File: src/rtl/multicycle_controller.sv
`default_nettype none
// ============================================================================
// Module      : multicycle_controller
// Description : Main control FSM for a multicycle MIPS datapath. Steps one
//               shared ALU through fetch/PC+4, branch-target calculation,
//               address generation and execute. Drives the memory, IR,
//               register-file and PC enables plus the datapath mux selects.
//               Decodes funct into the 3-bit ALU control code for R-type
//               instructions. Holds no datapath storage.
// Revision    : 1.0 - initial release
// ----------------------------------------------------------------------------
// Ports
//   clk         in   1  system clock, rising edge
//   reset       in   1  asynchronous active-high reset, forces FETCH
//   op          in   6  opcode, IR[31:26]
//   funct       in   6  function field, IR[5:0]
//   zero        in   1  ALU zero flag (same-cycle combinational)
//   iord        out  1  memory address select (0 PC, 1 ALUOut)
//   memwrite    out  1  data memory write enable
//   irwrite     out  1  instruction register load enable
//   regdst      out  1  write register select (0 rt, 1 rd)
//   memtoreg    out  1  write data select (0 ALUOut, 1 MDR)
//   regwrite    out  1  register file write enable
//   alusrca     out  1  ALU A select (0 PC, 1 reg A)
//   alusrcb     out  2  ALU B select (00 B, 01 4, 10 SignImm, 11 SignImm<<2)
//   pcsrc       out  2  next-PC select (00 ALUResult, 01 ALUOut, 10 jump)
//   pcen        out  1  PC load enable
//   alucontrol  out  3  ALU operation code
//   illegal     out  1  one-cycle pulse in DECODE for an unsupported opcode
//   state_dbg   out  4  current state encoding (observation only)
// ============================================================================
module multicycle_controller #(
   parameter int unsigned SUPPORT_BNE = 1
) (
   input  logic       clk,
   input  logic       reset,
   input  logic [5:0] op,
   input  logic [5:0] funct,
   input  logic       zero,
   output logic       iord,
   output logic       memwrite,
   output logic       irwrite,
   output logic       regdst,
   output logic       memtoreg,
   output logic       regwrite,
   output logic       alusrca,
   output logic [1:0] alusrcb,
   output logic [1:0] pcsrc,
   output logic       pcen,
   output logic [2:0] alucontrol,
   output logic       illegal,
   output logic [3:0] state_dbg
);

   typedef enum logic [3:0] {
      S_FETCH   = 4'd0,
      S_DECODE  = 4'd1,
      S_MEMADR  = 4'd2,
      S_MEMRD   = 4'd3,
      S_MEMWB   = 4'd4,
      S_MEMWR   = 4'd5,
      S_EXECUTE = 4'd6,
      S_ALUWB   = 4'd7,
      S_BRANCH  = 4'd8,
      S_ADDIEX  = 4'd9,
      S_ADDIWB  = 4'd10,
      S_JUMP    = 4'd11
   } state_t;

   localparam logic [5:0] OP_RTYPE = 6'b000000;
   localparam logic [5:0] OP_J     = 6'b000010;
   localparam logic [5:0] OP_BEQ   = 6'b000100;
   localparam logic [5:0] OP_BNE   = 6'b000101;
   localparam logic [5:0] OP_ADDI  = 6'b001000;
   localparam logic [5:0] OP_LW    = 6'b100011;
   localparam logic [5:0] OP_SW    = 6'b101011;

   localparam logic [5:0] FN_ADD   = 6'b100000;
   localparam logic [5:0] FN_SUB   = 6'b100010;
   localparam logic [5:0] FN_AND   = 6'b100100;
   localparam logic [5:0] FN_OR    = 6'b100101;
   localparam logic [5:0] FN_SLT   = 6'b101010;

   localparam logic [2:0] ALU_ADD  = 3'b010;
   localparam logic [2:0] ALU_SUB  = 3'b110;
   localparam logic [2:0] ALU_AND  = 3'b000;
   localparam logic [2:0] ALU_OR   = 3'b001;
   localparam logic [2:0] ALU_SLT  = 3'b111;

   state_t state_q;
   state_t state_d;

   // Internal PC-update qualifiers combined into pcen below.
   logic pcwrite;
   logic branch;
   logic branchne;
   logic is_bne;
   logic [2:0] funct_alu;

   assign is_bne = (SUPPORT_BNE != 0) && (op == OP_BNE);

   // R-type funct decode; unknown funct codes fall back to add.
   always_comb begin
      funct_alu = ALU_ADD;
      case (funct)
         FN_ADD:  funct_alu = ALU_ADD;
         FN_SUB:  funct_alu = ALU_SUB;
         FN_AND:  funct_alu = ALU_AND;
         FN_OR:   funct_alu = ALU_OR;
         FN_SLT:  funct_alu = ALU_SLT;
         default: funct_alu = ALU_ADD;
      endcase
   end

   always_ff @(posedge clk or posedge reset) begin
      if (reset) begin
         state_q <= S_FETCH;
      end else begin
         state_q <= state_d;
      end
   end

   always_comb begin
      state_d    = S_FETCH;
      iord       = 1'b0;
      memwrite   = 1'b0;
      irwrite    = 1'b0;
      regdst     = 1'b0;
      memtoreg   = 1'b0;
      regwrite   = 1'b0;
      alusrca    = 1'b0;
      alusrcb    = 2'b00;
      pcsrc      = 2'b00;
      alucontrol = ALU_ADD;
      illegal    = 1'b0;
      pcwrite    = 1'b0;
      branch     = 1'b0;
      branchne   = 1'b0;

      case (state_q)
         S_FETCH: begin
            // Instruction read and PC+4 share this cycle.
            irwrite    = 1'b1;
            alusrcb    = 2'b01;
            pcwrite    = 1'b1;
            state_d    = S_DECODE;
         end
         S_DECODE: begin
            // Precompute branch target into ALUOut while decoding.
            alusrcb    = 2'b11;
            if (op == OP_LW || op == OP_SW) begin
               state_d = S_MEMADR;
            end else if (op == OP_RTYPE) begin
               state_d = S_EXECUTE;
            end else if (op == OP_BEQ || is_bne) begin
               state_d = S_BRANCH;
            end else if (op == OP_ADDI) begin
               state_d = S_ADDIEX;
            end else if (op == OP_J) begin
               state_d = S_JUMP;
            end else begin
               illegal = 1'b1;
               state_d = S_FETCH;
            end
         end
         S_MEMADR: begin
            alusrca    = 1'b1;
            alusrcb    = 2'b10;
            state_d    = (op == OP_LW) ? S_MEMRD : S_MEMWR;
         end
         S_MEMRD: begin
            iord       = 1'b1;
            state_d    = S_MEMWB;
         end
         S_MEMWB: begin
            memtoreg   = 1'b1;
            regwrite   = 1'b1;
            state_d    = S_FETCH;
         end
         S_MEMWR: begin
            iord       = 1'b1;
            memwrite   = 1'b1;
            state_d    = S_FETCH;
         end
         S_EXECUTE: begin
            alusrca    = 1'b1;
            alucontrol = funct_alu;
            state_d    = S_ALUWB;
         end
         S_ALUWB: begin
            regdst     = 1'b1;
            regwrite   = 1'b1;
            state_d    = S_FETCH;
         end
         S_BRANCH: begin
            alusrca    = 1'b1;
            alucontrol = ALU_SUB;
            pcsrc      = 2'b01;
            branch     = (op == OP_BEQ);
            branchne   = is_bne;
            state_d    = S_FETCH;
         end
         S_ADDIEX: begin
            alusrca    = 1'b1;
            alusrcb    = 2'b10;
            state_d    = S_ADDIWB;
         end
         S_ADDIWB: begin
            regwrite   = 1'b1;
            state_d    = S_FETCH;
         end
         S_JUMP: begin
            pcsrc      = 2'b10;
            pcwrite    = 1'b1;
            state_d    = S_FETCH;
         end
         default: begin
            // Unused encodings recover to FETCH with every enable low.
            state_d    = S_FETCH;
         end
      endcase

      pcen = pcwrite | (branch & zero) | (branchne & ~zero);

      // Reset suppresses every write strobe, including the cycle in which
      // it arrives asynchronously mid-instruction.
      if (reset) begin
         memwrite = 1'b0;
         irwrite  = 1'b0;
         regwrite = 1'b0;
         pcen     = 1'b0;
      end
   end

   assign state_dbg = state_q;

endmodule
`default_nettype wire

File: config.mk
export PLATFORM = sky130hd
export DESIGN_NAME = multicycle_controller
export DESIGN_NICKNAME = d
export VERILOG_FILES = /design/src/rtl/multicycle_controller.sv
export SDC_FILE = /design/constraint.sdc
export NUM_CORES = 1
export LEC_CHECK = 0
export BUFFER_PORTS_ARGS = -buffer_cell sky130_fd_sc_hd__clkbuf_2
export CAP_MARGIN = 40
export CORE_AREA = 2 2 39 41
export DETAILED_ROUTE_END_ITERATION = 16
export DIE_AREA = 0 0 41 43
export HOLD_SLACK_MARGIN = 0.08
export PLACE_DENSITY = 0.78
export SKIP_CTS_REPAIR_TIMING = 1
export SLEW_MARGIN = 20
export SYNTH_ARGS = -nofsm -noshare
export SYNTH_HDL_FRONTEND = slang
export SYNTH_SLANG_ARGS = --single-unit
File: constraint.sdc
create_clock -name clk -period 2.8 [get_ports clk]
set_input_delay 0.56 -clock clk [delete_from_list [all_inputs] [get_ports clk]]
set_output_delay 0.56 -clock clk [all_outputs]
set_load 0.05 [all_outputs]
==> flow_summary_export.csv, run 1 <==
group,metric,value,unit
outcome,status,"complete, no violations",
sta,maxSlewViolCount,0,
grt,grt_max_degree,15,
drt,viasPerCell,5.48,
logic_synthesis,yosys_warnings,0,
grt,grtUsageMet3,3.14,%
floorplan,core_area,1380,um^2
critical_path,cp_slowest_cell,"dfrtp_1",
grt,track_usage,19.0,%
critical_path,arrival,1.92,ns
floorplan,rows,14,
placement,portBuffers,34,
logic_synthesis,seq_area_frac_synth,17.3,%
sta,setup_tns,0,ns
grt,use_met1,22.4,%
power_and_ir_drop,p_sw_share,59.4,%
clock_network,cts_tree,"yes",
sta,setup_ws,0.320,ns
power_and_ir_drop,p_leak,0.383,nW
placement,dpl.hpwl,1230,um
sta,rsz0062_at_grt,"false",
drt,drtAntennaViolNets,0,
floorplan,die_w,41,um
power_and_ir_drop,sequentialPowerShare,16.5,%
sta,maxSlewHeadroom,68.7,%
logic_synthesis,yosys.area_share.simple,47.7,%
sta,final-hold-violation-count,0,
sta,min_period_over_period,88.6,%
grt,first_global_vias,604,
power_and_ir_drop,p_switching,0.378,mW
logic_synthesis,yosys-mux-area-fraction,0,%
logic_synthesis,async_reset_ff_share,100,%
critical_path,setup.worst_path.start_class,"register",
floorplan,die_h,43,um
drt,vias,713,
drt,totalWireLength,1510,um
grt,busiest_layer,"met2",
logic_synthesis,synth_edf_count,0,
placement,gp_congestion,0.796,
power_and_ir_drop,combPwrFrac,72.3,%
cells_and_area,layout.nets,131,
drt,routedWlPerCell,11.6,um
critical_path,crit_chain,"nand2b_1, or4b_4, o21bai_2, clkbuf_2",
sta,tightest_slew,0.468,ns
sta,fmax,403,MHz
cells_and_area,largest_reg_flops,4,
clock_network,cts-htree-levels,1,
logic_synthesis,netlist_area,579,um^2
logic_synthesis,synth_compound_area_share,21.0,%
logic_synthesis,avgSynthCellArea,7.33,um^2
power_and_ir_drop,intPower,0.258,mW
logic_synthesis,synth_nets,94,
logic_synthesis,synth_top_family_by_area,"simple AND/OR/NAND/NOR gates",
sta,finClkSkew,0.0000953,ns
clock_network,clock-sinks,4,
placement,place_ws,0.570,ns
power_and_ir_drop,peakVddDrop,595,uV
clock_network,clock_latency,0.23,ns
cells_and_area,area_growth,40.0,%
cells_and_area,num_antenna_cells,0,
clock_network,clk_pin_slew_worst_paths,0.04,ns
logic_synthesis,synth-seq-cells,4,
cells_and_area,final_layout_size_suffix_gt1_share,43.9,%
drt,drc,0,
sta,fin_crit,2.48,ns
critical_path,path_buf_inv,1,
drt,dr.pass1.iters,4,
logic_synthesis,synthAdderAreaFrac,0,%
sta,setup_viol,0,
critical_path,cp.required,2.24,ns
critical_path,critPathKind,"reg -> out",
grt,use_met2,30.9,%
grt,grt_overflow,0,
critical_path,path_max_fanout,11,
clock_network,clockRootBuffer,"clkbuf_4",
power_and_ir_drop,power_density,784,nW/um^2
logic_synthesis,netlist_instances,79,
job,cap_violations,0,
clock_network,cts_made_buffers,3,
power_and_ir_drop,p_clk_share,11.2,%
logic_synthesis,synthDistinctLibCells,35,
floorplan,start_util,41.9,%
grt,grt_pass1_wl,2300,um
logic_synthesis,synth_xor_area_share,6.05,%
grt,antenna_found_initial,0,
clock_network,cts_max_path_buffers,2,
critical_path,max_stage_delay,0.53,ns
floorplan,num_io_pins,35,
hold_path,hold_class,"in -> async",
critical_path,crit_family,"simple AND/OR/NAND/NOR gates",
logic_synthesis,ys.flop_type,"dfrtp_1",
floorplan,fp.dieArea,1760,um^2
critical_path,crit_path_end_kind,"output pin",
drt,drt_iter0_markers,4,
-- through the flow --
step | cell area (um^2) | hold slack [ns] | instances | power (mW) | utilization [%]
after floorplan | 603 | 0.326 | 79 | 0.465 | -
after global placement | 788 | 0.497 | 127 | 0.563 | 57.0
after detailed placement | 788 | 0.507 | 127 | 0.567 | 57.0
after CTS | 811 | 0.253 | 130 | 0.643 | 58.6
after global routing | 811 | 0.269 | 130 | 0.679 | 58.6
final | 811 | 0.254 | 130 | 0.636 | 58.6
-- per-layer routing --
| layer | up-vias | wire length [um] | share of wire, % |
|---|---|---|---|
| met5 | - | 0 | 0 |
| met4 | 0 | 21 | 1.4 |
| met3 | 4 | 107 | 7.1 |
| met2 | 27 | 736 | 49 |
| met1 | 318 | 641 | 43 |
| li1 | 364 | - | - |
-- power groups by stage --
stage,Clock [mW],Sequential (mW),Combinational [mW]
after floorplan,0,0.138,0.326
after global placement,0,0.105,0.459
after detailed placement,0,0.106,0.461
after CTS,0.0754,0.105,0.463
after global routing,0.0812,0.108,0.489
final,0.0713,0.105,0.460
-- worst paths after layout --
path	startpoint	end	slack, ns	cells after the start
max in group asynchronous	reset	state_dbg[2]	2.39	2
min in group clk	state_dbg[3]	state_dbg[0]	0.63	2
min reg2reg	state_dbg[3]	state_dbg[0]	0.63	2
min	reset	state_dbg[3]	0.25	2
max reg2reg	state_dbg[1]	state_dbg[0]	1.46	4
max	state_dbg[2]	alucontrol[2]	0.32	4
-- kinds of logic (layout without fill, tap and decap cells) --
kind of cell / Yosys count / in the layout
xor gates and xnor gates: 4 / 4
buffers and inverters: 9 / 44
DFF: 4 / 4
AOI/OAI and AO/OA: 17 / 17
and+or+nand+nor: 45 / 45
-- placed cells by master (no fill, tap or decap), types with 2 or more instances in the layout --
cell type | synthesis | final
nor3b_1 | 4 | 4
nor2_1 | 10 | 10
clkbuf_2 | 0 | 34
a21oi_1 | 5 | 4
nor3_1 | 9 | 8
nor4b_1 | 3 | 2
buf_4 | 0 | 4
nand2b_4 | 2 | 2
nand2b_1 | 3 | 3
nand3_1 | 4 | 4
or3_1 | 2 | 2
xor2_1 | 3 | 3
dfrtp_1 | 4 | 4
inv_1 | 3 | 3
clkbuf_4 | 0 | 3
o21ai_0 | 2 | 2
-- synthesized netlist by cell type, drive strengths merged (2+ instances only) --
master  instances  share of area, %
nand2b          5               8.0
or3             2               2.2
buf             5               5.4
inv             3               1.9
nor2           10               6.5
dfrtp           4                17
nor3            9               7.8
a21oi           5               4.3
nor3b           4               5.2
xor2            3               4.5
nand3           4               3.5
o21ai           2               1.7
nor4b           3               4.5
-- layout make-up --
type	count	area (um^2)
Clock buffer	3	22.5
Fill cell	134	573
Inverter	3	11.3
Multi-Input combinational cell	66	457
Sequential cell	4	100
Tap cell	16	20.0
Timing Repair Buffer	38	200
(Power assumes the default switching activity.)
==> run 2: changes to the inputs <==
--- a/config.mk
+++ b/config.mk
@@ -11,7 +11,7 @@
 export DETAILED_ROUTE_END_ITERATION = 16
 export DIE_AREA = 0 0 41 43
 export HOLD_SLACK_MARGIN = 0.08
-export PLACE_DENSITY = 0.78
+export PLACE_DENSITY = 0.81
 export SKIP_CTS_REPAIR_TIMING = 1
 export SLEW_MARGIN = 20
 export SYNTH_ARGS = -nofsm -noshare
==> flow_summary_export.csv, run 2 (synthesis results as in run 1) <==
group,metric,value,unit
clock_network,clock-sinks,4,
critical_path,r2r-end,"state_dbg[0]",
sta,maxSlewViolCount,0,
critical_path,setup.worst_path.start_class,"register",
drt,dr.pass1.iters,4,
grt,track_usage,20.5,%
grt,grt_overflow,0,
sta,min_period_over_period,90.3,%
drt,dr.max_layer_used,"met4",
clock_network,cts_max_path_buffers,2,
critical_path,crit_family,"simple AND/OR/NAND/NOR gates",
cells_and_area,multi_input_area,457,um^2
sta,maxSlewHeadroom,70.9,%
placement,portBuffers,34,
sta,setup_viol,0,
drt,vias,728,
sta,fmax,396,MHz
outcome,status,"complete, no violations",
drt,met3WireLength,151,um
hold_path,hold_class,"in -> async",
critical_path,cp.required,2.24,ns
placement,dpl.hpwl,1300,um
critical_path,path_max_fanout,10,
cells_and_area,layout.nets,131,
clock_network,cts-htree-levels,1,
drt,totalWireLength,1630,um
drt,wl_met1,668,um
floorplan,fp.dieArea,1760,um^2
critical_path,arrival,1.97,ns
critical_path,crit_path_end_kind,"output pin",
clock_network,clk_pin_slew_worst_paths,0.04,ns
drt,routedWlPerCell,12.5,um
critical_path,r2r_slack,1.43,ns
critical_path,max_stage_delay,0.54,ns
critical_path,crit_chain,"nand2b_1, or4b_4, o21bai_2, clkbuf_2",
grt,grt_pass1_wl,2510,um
grt,antenna_found_initial,0,
clock_network,clockRootBuffer,"clkbuf_4",
cells_and_area,area_growth,40.0,%
cells_and_area,n_fill_cell,146,
cells_and_area,largest_reg_flops,4,
floorplan,rows,14,
clock_network,clock_latency,0.24,ns
grt,first_global_vias,620,
drt,viasPerCell,5.60,
cells_and_area,final_cell_mix,"clkbuf_2 (34), nor2_1 (10), nor3_1 (8)",
placement,placement.cell_area,788,um^2
drt,drc,0,
cells_and_area,final_area,811,um^2
critical_path,cp_slowest_cell,"dfrtp_1",
grt,grt_max_degree,15,
power_and_ir_drop,power_density,789,nW/um^2
job,cap_violations,0,
floorplan,num_io_pins,35,
cells_and_area,fin_util,58.6,%
sta,rsz0062_at_grt,"false",
critical_path,critPathKind,"reg -> out",
floorplan,die_w,41,um
critical_path,rr_startpoint,"state_dbg[1]",
power_and_ir_drop,p_leak,0.383,nW
sta,final-hold-violation-count,0,
power_and_ir_drop,peakVddDrop,494,uV
placement,gp_congestion,0.830,
drt,drtAntennaViolNets,0,
cells_and_area,mostFrequentLayoutCell,"clkbuf_2",
critical_path,path_buf_inv,1,
drt,drt_iter0_markers,5,
clock_network,cts_tree,"yes",
cells_and_area,final_layout_size_suffix_gt1_share,43.9,%
sta,tightest_slew,0.435,ns
sta,setup_tns,0,ns
drt,met2_length,791,um
cells_and_area,regArea,100,um^2
clock_network,cts_made_buffers,3,
sta,fin_crit,2.53,ns
cells_and_area,num_antenna_cells,0,
floorplan,core_area,1380,um^2
critical_path,r2r.worst_path.cells,4,
floorplan,start_util,41.9,%
floorplan,die_h,43,um
sta,finClkSkew,0.00734,ns
==> run 2: how the worst max path moves through the flow <==
stage | end | slack, ns | from | cells after the start
2_1_floorplan | iord | 0.002 | state_dbg[2] | 3
3_3_place_gp | alucontrol[2] | 0.57 | state_dbg[2] | 4
3_5_place_dp | alucontrol[2] | 0.54 | state_dbg[2] | 4
4_1_cts | alucontrol[2] | 0.27 | state_dbg[2] | 4
5_1_grt | alucontrol[2] | 0.21 | state_dbg[2] | 4
6_report | alucontrol[2] | 0.27 | state_dbg[2] | 4
==> run 2: cell type report <==
type,count,share of cell area [%]
flip-flops and latches,4,12.3
inverters,3,1.39
repair buffers,38,24.7
multi-input cells,66,56.3
well taps,16,2.47
clock buffers,3,2.78
==> run 2: worst reg2reg max path, stage by stage (launching register included) <==
cell and delay, ns:
dfrtp_1 0.52, buf_4 0.24, nor3_1 0.14, nand3_1 0.10, a221oi_1 0.25
==> run 2: per-layer routing <==
layer  track usage, %  vias to the layer above
met5                0                        -
met1             25.9                      328
met4             6.00                        0
met3             6.81                        3
met2             31.9                       37
li1                 -                      360
==> run 2: through the flow <==
stage	cells	power, mW	hold WS, ns	worst slack, ns
final	130	0.640	0.246	0.272
after floorplan	79	0.465	0.326	0.00219
after global placement	127	0.560	0.497	0.569
after CTS	130	0.643	0.243	0.269
after global routing	130	0.682	0.258	0.210
after detailed placement	127	0.566	0.504	0.536
==> run 2: where the power goes <==
| part | switching [mW] | leakage (nW) | total, mW | internal, mW |
|---|---|---|---|---|
| Clock | 0.0261 | 0.0138 | 0.0742 | 0.0481 |
| Combinational | 0.329 | 0.316 | 0.469 | 0.140 |
| Sequential | 0.0262 | 0.0531 | 0.0969 | 0.0708 |
